==> src/rtl/nibble_serial_adder_pkg.sv <==
// Shared types and constants for the nibble-serial adder.
// The adder slice width and the controller state encoding live here.
package nibble_serial_adder_pkg;

   localparam int NIBBLE_W = 4;

   typedef enum logic [1:0] {
      IDLE,
      RUN,
      DONE
   } state_e;

endpackage

==> src/rtl/nibble_serial_adder_full_adder.sv <==
// Shared 4-bit ripple adder slice that the serial controller reuses once per nibble.
module Full_Adder_4bit
   import nibble_serial_adder_pkg::*;
(
   input  logic [NIBBLE_W-1:0] a,
   input  logic [NIBBLE_W-1:0] b,
   input  logic                cin,
   output logic [NIBBLE_W-1:0] sum,
   output logic                cout
);

   logic [NIBBLE_W:0] total;

   assign total = {1'b0, a} + {1'b0, b} + {{NIBBLE_W{1'b0}}, cin};
   assign sum   = total[NIBBLE_W-1:0];
   assign cout  = total[NIBBLE_W];

endmodule

==> src/rtl/nibble_serial_adder.sv <==
// Adds or subtracts two WIDTH-bit operands one nibble per clock, LSB first,
// reusing a single 4-bit adder and carrying between cycles in a register.
module nibble_serial_adder
   import nibble_serial_adder_pkg::*;
#(
   parameter int WIDTH = 16
)
(
   input  logic             clk,
   input  logic             rst_n,
   input  logic             start,
   input  logic             sub,
   input  logic [WIDTH-1:0] a,
   input  logic [WIDTH-1:0] b,
   output logic             busy,
   output logic             done,
   output logic [WIDTH-1:0] result,
   output logic             cout,
   output logic             ovf
);

   localparam int NIBBLES = WIDTH / NIBBLE_W;
   localparam int IDX_W   = (NIBBLES > 1) ? $clog2(NIBBLES) : 1;
   localparam logic [IDX_W-1:0] LAST_IDX = IDX_W'(NIBBLES - 1);

   if ((WIDTH < NIBBLE_W) || ((WIDTH % NIBBLE_W) != 0)) begin : g_width_check
      $error("nibble_serial_adder: WIDTH must be a multiple of 4 and at least 4");
   end

   state_e                          state_q, state_d;
   logic [NIBBLES-1:0][NIBBLE_W-1:0] op_a_q, op_a_d;
   logic [NIBBLES-1:0][NIBBLE_W-1:0] op_b_q, op_b_d;
   logic [NIBBLES-1:0][NIBBLE_W-1:0] acc_q, acc_d;
   logic                            carry_q, carry_d;
   logic [IDX_W-1:0]                idx_q, idx_d;
   logic [WIDTH-1:0]                result_q, result_d;
   logic                            cout_q, cout_d;
   logic                            ovf_q, ovf_d;

   logic [NIBBLE_W-1:0] nib_sum;
   logic                nib_cout;

   Full_Adder_4bit u_adder (
      .a    (op_a_q[idx_q]),
      .b    (op_b_q[idx_q]),
      .cin  (carry_q),
      .sum  (nib_sum),
      .cout (nib_cout)
   );

   always_ff @(posedge clk or negedge rst_n) begin
      if (!rst_n) begin
         state_q  <= IDLE;
         op_a_q   <= '0;
         op_b_q   <= '0;
         acc_q    <= '0;
         carry_q  <= 1'b0;
         idx_q    <= '0;
         result_q <= '0;
         cout_q   <= 1'b0;
         ovf_q    <= 1'b0;
      end else begin
         state_q  <= state_d;
         op_a_q   <= op_a_d;
         op_b_q   <= op_b_d;
         acc_q    <= acc_d;
         carry_q  <= carry_d;
         idx_q    <= idx_d;
         result_q <= result_d;
         cout_q   <= cout_d;
         ovf_q    <= ovf_d;
      end
   end

   always_comb begin
      state_d  = state_q;
      op_a_d   = op_a_q;
      op_b_d   = op_b_q;
      acc_d    = acc_q;
      carry_d  = carry_q;
      idx_d    = idx_q;
      result_d = result_q;
      cout_d   = cout_q;
      ovf_d    = ovf_q;

      unique case (state_q)
         IDLE: begin
            // Subtraction is a + ~b + 1, so the +1 rides in as the initial carry.
            if (start) begin
               op_a_d  = a;
               op_b_d  = sub ? ~b : b;
               carry_d = sub;
               idx_d   = '0;
               state_d = RUN;
            end
         end
         RUN: begin
            acc_d[idx_q] = nib_sum;
            carry_d      = nib_cout;
            idx_d        = idx_q + IDX_W'(1);
            if (idx_q == LAST_IDX) begin
               state_d  = DONE;
               result_d = acc_d;
               cout_d   = nib_cout;
               ovf_d    = op_a_q[NIBBLES-1][NIBBLE_W-1] ^ op_b_q[NIBBLES-1][NIBBLE_W-1]
                          ^ nib_sum[NIBBLE_W-1] ^ nib_cout;
            end
         end
         DONE: begin
            state_d = IDLE;
         end
         default: begin
            state_d = IDLE;
         end
      endcase
   end

   assign busy   = (state_q != IDLE);
   assign done   = (state_q == DONE);
   assign result = result_q;
   assign cout   = cout_q;
   assign ovf    = ovf_q;

endmodule

==> config.mk <==
export PLATFORM = sky130hd
export DESIGN_NAME = nibble_serial_adder
export DESIGN_NICKNAME = d
export VERILOG_FILES = /design/src/rtl/nibble_serial_adder_pkg.sv /design/src/rtl/nibble_serial_adder_full_adder.sv /design/src/rtl/nibble_serial_adder.sv
export SDC_FILE = /design/constraint.sdc
export NUM_CORES = 1
export LEC_CHECK = 0
export BUFFER_PORTS_ARGS = -buffer_cell sky130_fd_sc_hd__buf_2
export CAP_MARGIN = 10
export CORE_MARGIN = 2
export CORE_UTILIZATION = 55
export CTS_BUF_LIST = sky130_fd_sc_hd__clkbuf_4
export CTS_CLUSTER_SIZE = 20
export DETAILED_ROUTE_END_ITERATION = 10
export PLACE_DENSITY = 0.79
export SETUP_SLACK_MARGIN = 0.3
export SLEW_MARGIN = 20
export SYNTH_ARGS = -nofsm -noshare
export SYNTH_HDL_FRONTEND = slang
export SYNTH_SLANG_ARGS = --single-unit
==> constraint.sdc <==
create_clock -name clk -period 6.32 [get_ports clk]
set_input_delay 1.264 -clock clk [delete_from_list [all_inputs] [get_ports clk]]
set_output_delay 1.264 -clock clk [all_outputs]
set_load 0.1 [all_outputs]
### After elaboration in Yosys (flattened, before gate mapping)

Index checks and enable logic that the tools add are counted.
Widths: inputs -> output; s select.

* bits of input ports: 36
* logic and storage cells: 55
* register bits: 71
* output and inout bits: 20

* $lt $le $gt $ge: 2
* reductions and logical operators: 8
* add/subtract/negate cells: 3
* mux-type cells: 15
* eq/ne operators: 5
* bitwise logic cells: 4

Operator list (count)
* $bmux 4 s2: 2
* $bwmux 16: 1
* $mux 16: 1
* $not 16->16: 1
* $mux 4: 3
* $demux 4 s2: 1
* $pmux 2 s2: 2
* $reduce_and 2->1: 4
* $mux 2: 3
* $add 4x4->5: 1
* $add 5x1->5: 1
* $eq 2x2->1 const B: 2
* $ne 2x2->1 const B: 2
* $reduce_bool 2->1: 2
* $lt 2x3->1 const B: 1
* $xor 1x1->1: 3
* $add 2x1->2 const B: 1
* $eq 2x1->1 const B: 1
* $ge 2x1->1 const B: 1
* $logic_not 2->1: 1
* $pmux 1 s2: 1
* $logic_and 1x1->1: 1
* $mux 1: 1

### Depth between registers and ports, before layout

Gate-level depths: netlist of run 1.

* word-level depth: 6
* mapped depth: 8
* mapped depth without buffers: 7

### By module

Synthesis of run 1 repeated with hierarchy kept, for this count alone.

* cell total of the unflattened synthesis: 261
* area total of the unflattened synthesis: 3238.1 µm²

Modules (own cells, without submodules)
* nibble_serial_adder: instances 1, seq. area each 1676.6 µm², cells an instance 245, area an instance 3094.2 µm²
* Full_Adder_4bit: instances 1, seq. area each 0.0 µm², cells an instance 16, area an instance 143.9 µm²

### Least setup slack after synthesis of run 1

OpenSTA, ideal clock, no wires.

* path kind: reg2out
* start: reg state_q[0]
* end: out done
* slack: 3311 ps
* cell stages (with the launch flop): 2
* buffers on the path: 0
* data arrival time: 1745 ps
* required time: 5056 ps
* cell sequence: dfrtp_1 nor2b_1

* cells in the longest elaborated chain, start to end: 1

RTL lines
* start, declared: line nibble_serial_adder.sv:30 `state_e state_q, state_d;`
* start signal, assigned: line nibble_serial_adder.sv:63 `state_q <= state_d;`
* $eq 2x2->1: line nibble_serial_adder.sv:119 `assign done = (state_q == DONE);`
* end, declared: line nibble_serial_adder.sv:16 `output logic done,`

No other way between the ends.

### Final worst setup path of run 1

* start: reg idx_q[0]
* end: reg ovf_q, in the netlist ovf

* cells in the longest elaborated chain, start to end: 6
* elaborated cells on any way between the ends: 10
* those cells by class: add/sub: 2; eq/ne: 1; mux: 4; bitwise: 2; reduce/logical: 1

RTL lines
* start, declared: line nibble_serial_adder.sv:35 `logic [IDX_W-1:0] idx_q, idx_d;`
* start signal, assigned: line nibble_serial_adder.sv:68 `idx_q <= idx_d;`
* $bmux 4 s2 (on tied branches): line nibble_serial_adder.sv:44, nibble_serial_adder.sv:45
* $mux 4 (on tied branches): line nibble_serial_adder.sv:44, nibble_serial_adder.sv:45
* $add 4x4->5: line nibble_serial_adder_full_adder.sv:14 `assign total = {1'b0, a} + {1'b0, b} + {{NIBBLE_W{1'b0}}, cin};`
* $add 5x1->5: line nibble_serial_adder_full_adder.sv:14
* $xor 1x1->1 (2 in series): line nibble_serial_adder.sv:106 `^ nib_sum[NIBBLE_W-1] ^ nib_cout;`
* end signal, assigned: line nibble_serial_adder.sv:71 `ovf_q <= ovf_d;`
* end, declared: line nibble_serial_adder.sv:38 `logic ovf_q, ovf_d;`

Parallel ways exist; a longest one is shown, timed or not. The select of a mux whose other input is x is not followed.
A chain may end at the register's enable or synchronous reset.

==> summary.md, run 1 <==
| Metric | Value |
|---|---|
| Actual slew at the worst max-slew pin | 0.815 ns |
| Critical-path cell list | mux4_2 > fa_1 > fa_1 > a21o_2 > a211oi_1 > o211a_1 > o31ai_2 |
| Share of layout cells above drive strength 1 | 32.2% |
| R2R depth | 7 |
| Hold path cells | 2 |
| Final Hold Fails | 0 |
| Most common cell after layout, fill and taps aside | dfrtp_1 |
| Post_cts resized | 0 |
| Die X | 79.8 µm |
| Setup Viol. Count Final | 0 |
| Num CTS Buffers | 9 |
| Worst Hold Class | reg -> reg |
| Largest net degree at the start of global routing | 68 |
| Routed WL | 5850 µm |
| Final Cycle Share | 51.4% |
| Placed Cells | 386 |
| Fmax | 308 MHz |
| EDFF count, synth | 0 |
| Die Y-Extent | 79.8 µm |
| P&R area growth vs syn | 13.6% |
| Worst skew pair latency | 0.40 ns |
| Number of global-route vias before repair | 2,087 |
| Synth Area in Adders | 4.04% |
| Critical path startpoint category | flop |
| Hold_sp | acc_q[2]$_DFFE_PN0P_ |
| Total grt overflow | 0 |
| Final Non-Filler Cells | 401 |
| Period minus WS final | 3.25 ns |
| Register area share after synthesis | 53.1% |
| Drt initial violations | 87 |
| Commonest non-fill, non-tap cells in the layout | dfrtp_1 (67), buf_2 (55), nand2_1 (34) |
| Synth Flop Type | dfrtp_1 |
| Total Routing Usage GR | 20.4% |
| Fraction of synthesized cell area in xor and xnor cells | 4.99% |
| Worst Hold Path EP | acc_q[2]$_DFFE_PN0P_ |
| Crit-path max cell delay | 0.75 ns |
| R2r setup slk | 3.07 ns |
| Top cell family by delay on the critical path | adder cells |
| Core Area | 0.00554 mm² |
| Synth Area in Compound Gates | 10.6% |
| Critical path data required time | 6.58 ns |
| Critical path buffers and inverters | 0 |
| Main combinational cell family by area after synthesis | multiplexers |
| #FFs+latches synth | 67 |
| Post-Syn Nets | 320 |
| Io pins | 56 |
| Root buf cell | clkbuf_4 |
| Initial Util | 57.0% |
| Skew final | 0.0152 ns |
| Type of the worst setup path | reg -> reg |
| Initial antenna violation count | 0 |
| Drt first pass iters | 4 |
| Critical path data arrival time | 3.51 ns |
| Num rows | 27 |
| Drt via density | 5.37 |
| Reg2reg end | ovf$_DFFE_PN0P_ |
| Clock-pin slew of the registers on the worst-case setup and hold paths | 0.10 ns |
| Worst Path Max Fanout | 13 |
| Setup crit end kind | flop |
| Max Cap Violations | 0 |
| Worst reg2reg startpoint | idx_q[0]$_DFFE_PN0P_ |
| Outcome | finished clean |
| Final design utilization | 64.7% |
| First-pass GRT wire length | 9780 µm |
| Max-slew violation count | 0 |
| Crit-path slowest cell | dfrtp_1 |
| Synth async-reset ratio | 100% |
| DR vias | 2,152 |
| CP dominant cell by count | fa_1 |
| Wire per inst | 14.6 µm |
| Post-Synth Simple-Gate Area | 8.87% |
| Htree depth | 3 |
| CTS Hold Bufs | 0 |
| Buffers on Ports | 55 |
| Mux share of post-synthesis cell area | 15.5% |
| Nets | 370 |
| Setup TNS | 0 ns |
| Avg Cell Area, Syn | 11.5 µm² |
| Dpl hpwl | 4160 µm |
| Clock sink count | 67 |
| Die area | 0.00636 mm² |
| Slew headroom | 45.5% |
| DRT antenna net count | 0 |
| Mapped Area | 0.00316 mm² |
| Mapped Cells | 275 |
| CTS tree | yes |
| Setup Fix Bufs, Post-CTS | 0 |
| Yosys warnings | 0 |
| Final GP Congestion | 0.810 |
| # diodes | 0 |
| Drt drc | 0 |
| RSZ-0062 raised after global routing | false |
| Worst-case clock buffer depth | 2 |
| Yosys cell types | 32 |
[cell type report]
| class | count | area, µm² |
|---|---|---|
| sequential | 67 | 1680 |
| clock buffer | 11 | 82.6 |
| fill | 452 | 1950 |
| inverter | 3 | 11.3 |
| tap | 72 | 90.1 |
| clock inverter | 4 | 42.5 |
| multi-input combinational | 187 | 1390 |
| timing repair buffer | 57 | 290 |
[worst reg2reg max path, delay by kind of cell, from the launching register on]
kind / cells / cell delay, ns
AO/OA/AOI/OAI: 4 / 0.87
adder cells (fa/ha/maj): 2 / 0.89
flip-flops: 1 / 0.75
multiplexers: 1 / 0.61
[sequential cells by signal, indices dropped and copies added (netlist names)]
name / count
acc_q: 12
carry_q: 1
cout: 1
idx_q: 2
op_a_q: 16
op_b_q: 16
ovf: 1
result: 16
state_q: 2
[synthesized netlist by cell type, drive strengths merged (6+ instances only)]
library cell  number  area share [%]
xnor2             18             5.0
mux2i              6             1.9
ha                 7             2.8
nand2             34             4.0
nor2              21             2.5
mux2              22             7.8
dfrtp             67              53
a21oi             22             3.5
mux4               8             5.7
o21ai             23             3.6
clkbuf             6            0.71
buf               12             1.9
[cells by family (layout without fill, tap and decap cells)]
logic type | Yosys count | count (layout)
DFF | 67 | 67
and+or+nand+nor | 66 | 66
AOI/OAI and AO/OA | 58 | 58
muxes | 36 | 36
buffers and inverters | 21 | 75
xor gates and xnor gates | 18 | 18
adders and majority gates | 9 | 9
[worst max-delay path by stage]
stage                                      start  cells past startpoint  slack (ns)               endpoint
after floorplan           state_q[0]$_DFFE_PN0P_                      1        3.31                   done
after global placement      idx_q[0]$_DFFE_PN0P_                      7        3.14        ovf$_DFFE_PN0P_
after detailed placement    idx_q[0]$_DFFE_PN0P_                      7        3.05        ovf$_DFFE_PN0P_
after CTS                   idx_q[0]$_DFFE_PN0P_                      7        3.04        ovf$_DFFE_PN0P_
after global routing        idx_q[0]$_DFFE_PN0P_                      7        2.87  result[6]$_DFFE_PN0P_
final                       idx_q[0]$_DFFE_PN0P_                      7        3.07        ovf$_DFFE_PN0P_
[per-stage QoR]
stage	instance area, µm²	setup WS (ns)	hold slack, ns
after CTS	3590	3.04	0.490
final	3590	3.07	0.484
after global placement	3460	3.14	0.456
after global routing	3590	2.87	0.505
after detailed placement	3460	3.05	0.466
after floorplan	3160	3.31	0.442
[routing by layer]
layer,up-vias,share of wire [%],track usage [%]
li1,1048,-,-
met4,0,1.8,7.63
met5,-,0,0
met2,57,47,31.8
met1,1037,46,27.3
met3,10,5.1,6.00
Power of run 1 is left out: the tool's default activity adds up to more than one toggle a clock period on the data nets, which glitch-free logic cannot reach.
==> run 2: changes to the inputs <==
Settings changed: CORE_UTILIZATION 55 to 52, PLACE_DENSITY 0.79 to 0.78.
Clock period 6.32 ns to 2.8 ns, I/O delays scaled along.
==> summary.md, run 2 (same netlist as run 1, synthesis figures left out) <==
| Metric | Value |
|---|---|
| Outcome | finished clean |
| Io pins | 56 (unchanged) |
| Setup crit end kind | flop |
| DRT antenna net count | 0 (unchanged) |
| Setup TNS | 0 ns (unchanged) |
| Clock-pin slew of the registers on the worst-case setup and hold paths | 0.10 ns (about the same) |
| Worst skew pair latency | 0.40 ns (about the same) |
| Critical path data arrival time | 2.83 ns (-0.68 ns) |
| Worst Hold Class | in -> async |
| Setup Viol. Count Final | 0 (unchanged) |
| Die X | 81.9 µm (+2.7%) |
| Buffers on Ports | 55 (unchanged) |
| Die Y-Extent | 81.9 µm (+2.7%) |
| Drt initial violations | 106 (+22%) |
| Htree depth | 3 (unchanged) |
| Period minus WS final | 2.54 ns (-0.713 ns) |
| Final GP Congestion | 0.773 (-4.5%) |
| R2R depth | 7 (unchanged) |
| Reg2reg end | ovf$_DFFE_PN0P_ |
| Initial antenna violation count | 0 (unchanged) |
| Drt first pass iters | 4 (unchanged) |
| Final design utilization | 62.4% (-2.4 points) |
| Die area | 0.00671 mm² (+5.5%) |
| Most common cell after layout, fill and taps aside | dfrtp_1 |
| DR vias | 2,159 (+0.33%) |
| Num CTS Buffers | 9 (unchanged) |
| Total Routing Usage GR | 19.4% (-0.98 points) |
| Initial Util | 53.7% (-3.3 points) |
| Worst Path Max Fanout | 5 (-8) |
| Commonest non-fill, non-tap cells in the layout | dfrtp_1 (66), buf_2 (55), nand2_1 (33) |
| Max Cap Violations | 0 (unchanged) |
| # diodes | 0 (unchanged) |
| Worst slack, placed | 0.0384 ns (-3.02 ns) |
| Drt via density | 5.27 (-1.9%) |
| Critical path startpoint category | flop |
| Worst reg2reg startpoint | idx_q[0]$_DFFE_PN0P_ |
| Skew final | 0.00943 ns (-0.00572 ns) |
| CTS Hold Bufs | 0 (unchanged) |
| Final Cycle Share | 90.6% (+39 points) |
| Wire per inst | 13.9 µm (-4.9%) |
| Fmax | 394 MHz (+28%) |
| P&R area growth vs syn | 16.3% |
| First-pass GRT wire length | 9670 µm (-1.1%) |
| RSZ-0062 raised after global routing | true |
| Final worst slack | 0.263 ns (-2.81 ns) |
| Total grt overflow | 0 (unchanged) |
| Worst-case clock buffer depth | 2 (unchanged) |
| Max-slew violation count | 0 (unchanged) |
| WHS | 0.0648 ns (-0.419 ns) |
| Largest net degree at the start of global routing | 53 (-22%) |
| Slew headroom | 65.0% (+19 points) |
| Share of layout cells above drive strength 1 | 37.0% (+4.8 points) |
| R2r setup slk | 0.26 ns (-2.81 ns) |
| Drt drc | 0 (unchanged) |
| Number of global-route vias before repair | 2,193 (+5.1%) |
| Clock sink count | 67 (unchanged) |
| Critical path data required time | 3.09 ns (-3.49 ns) |
| Root buf cell | clkbuf_4 |
| CTS tree | yes |
| Routed WL | 5680 µm (-2.8%) |
| Actual slew at the worst max-slew pin | 0.524 ns (-0.292 ns) |
| Type of the worst setup path | reg -> reg |
| Core Area | 0.00589 mm² (+6.2%) |
| Dpl hpwl | 4260 µm (+2.4%) |
| Final Hold Fails | 0 (unchanged) |
| Nets | 379 (+2.4%) |
| Num rows | 28 (+3.7%) |
-- run 2: cell types whose count changed in the layout (fill, tap and decap cells not counted), sizes merged --
cell / before / now
bufinv: 1 / 0
clkinv: 3 / 2
buf: 57 / 66
clkbuf: 11 / 10
-- run 2: worst max-delay path, cell delays in order (launching register included) --
cell and delay, ns:
dfrtp_2 0.43, mux4_2 0.54, fa_2 0.39, fa_2 0.35, a21o_2 0.22, a211oi_4 0.23
o211a_1 0.20, o31ai_2 0.06
-- run 2: cell type report --
cell class | instances | area, µm²
fill | 482 | 2210
sequential | 67 | 1680
multi-input combinational | 187 | 1450
timing repair buffer | 66 | 362
tap | 75 | 93.8
clock buffer | 10 | 75.1
inverter | 3 | 11.3
clock inverter | 2 | 7.51
-- run 2: stage by stage --
stage,cell area (µm²),cells
2_1_floorplan,3170,275
3_3_place_gp,3520,395
3_5_place_dp,3520,395
4_1_cts,3630,410
5_1_grt,3670,410
6_report,3670,410
-- run 2: per-layer routing --
metal,GRT usage (%),vias to the layer above,part of all wire [%]
met5,0,-,0
met4,7.67,0,1.3
met3,6.59,8,5.3
met2,31.3,55,49
met1,24.2,1030,45
li1,-,1066,-
-- run 2: worst max-delay path by stage --
stage | start | end | cells after the start | slack (ns)
after floorplan | idx_q[0]$_DFFE_PN0P_ | ovf$_DFFE_PN0P_ | 8 | 0.18
after global placement | idx_q[0]$_DFFE_PN0P_ | ovf$_DFFE_PN0P_ | 7 | 0.11
after detailed placement | idx_q[0]$_DFFE_PN0P_ | ovf$_DFFE_PN0P_ | 7 | 0.04
after CTS | idx_q[0]$_DFFE_PN0P_ | ovf$_DFFE_PN0P_ | 7 | 0.22
after global routing | idx_q[0]$_DFFE_PN0P_ | ovf$_DFFE_PN0P_ | 7 | 0.18
final | idx_q[0]$_DFFE_PN0P_ | ovf$_DFFE_PN0P_ | 7 | 0.26
-- run 2: timing repair --
action,4_1_cts,5_1_grt
hold endpoints to repair,0,0
resized for setup,8,10
setup buffers,3,0
endpoints found under the setup margin,14,13
pin swaps,2,5
Power of run 2 is left out for the same reason.
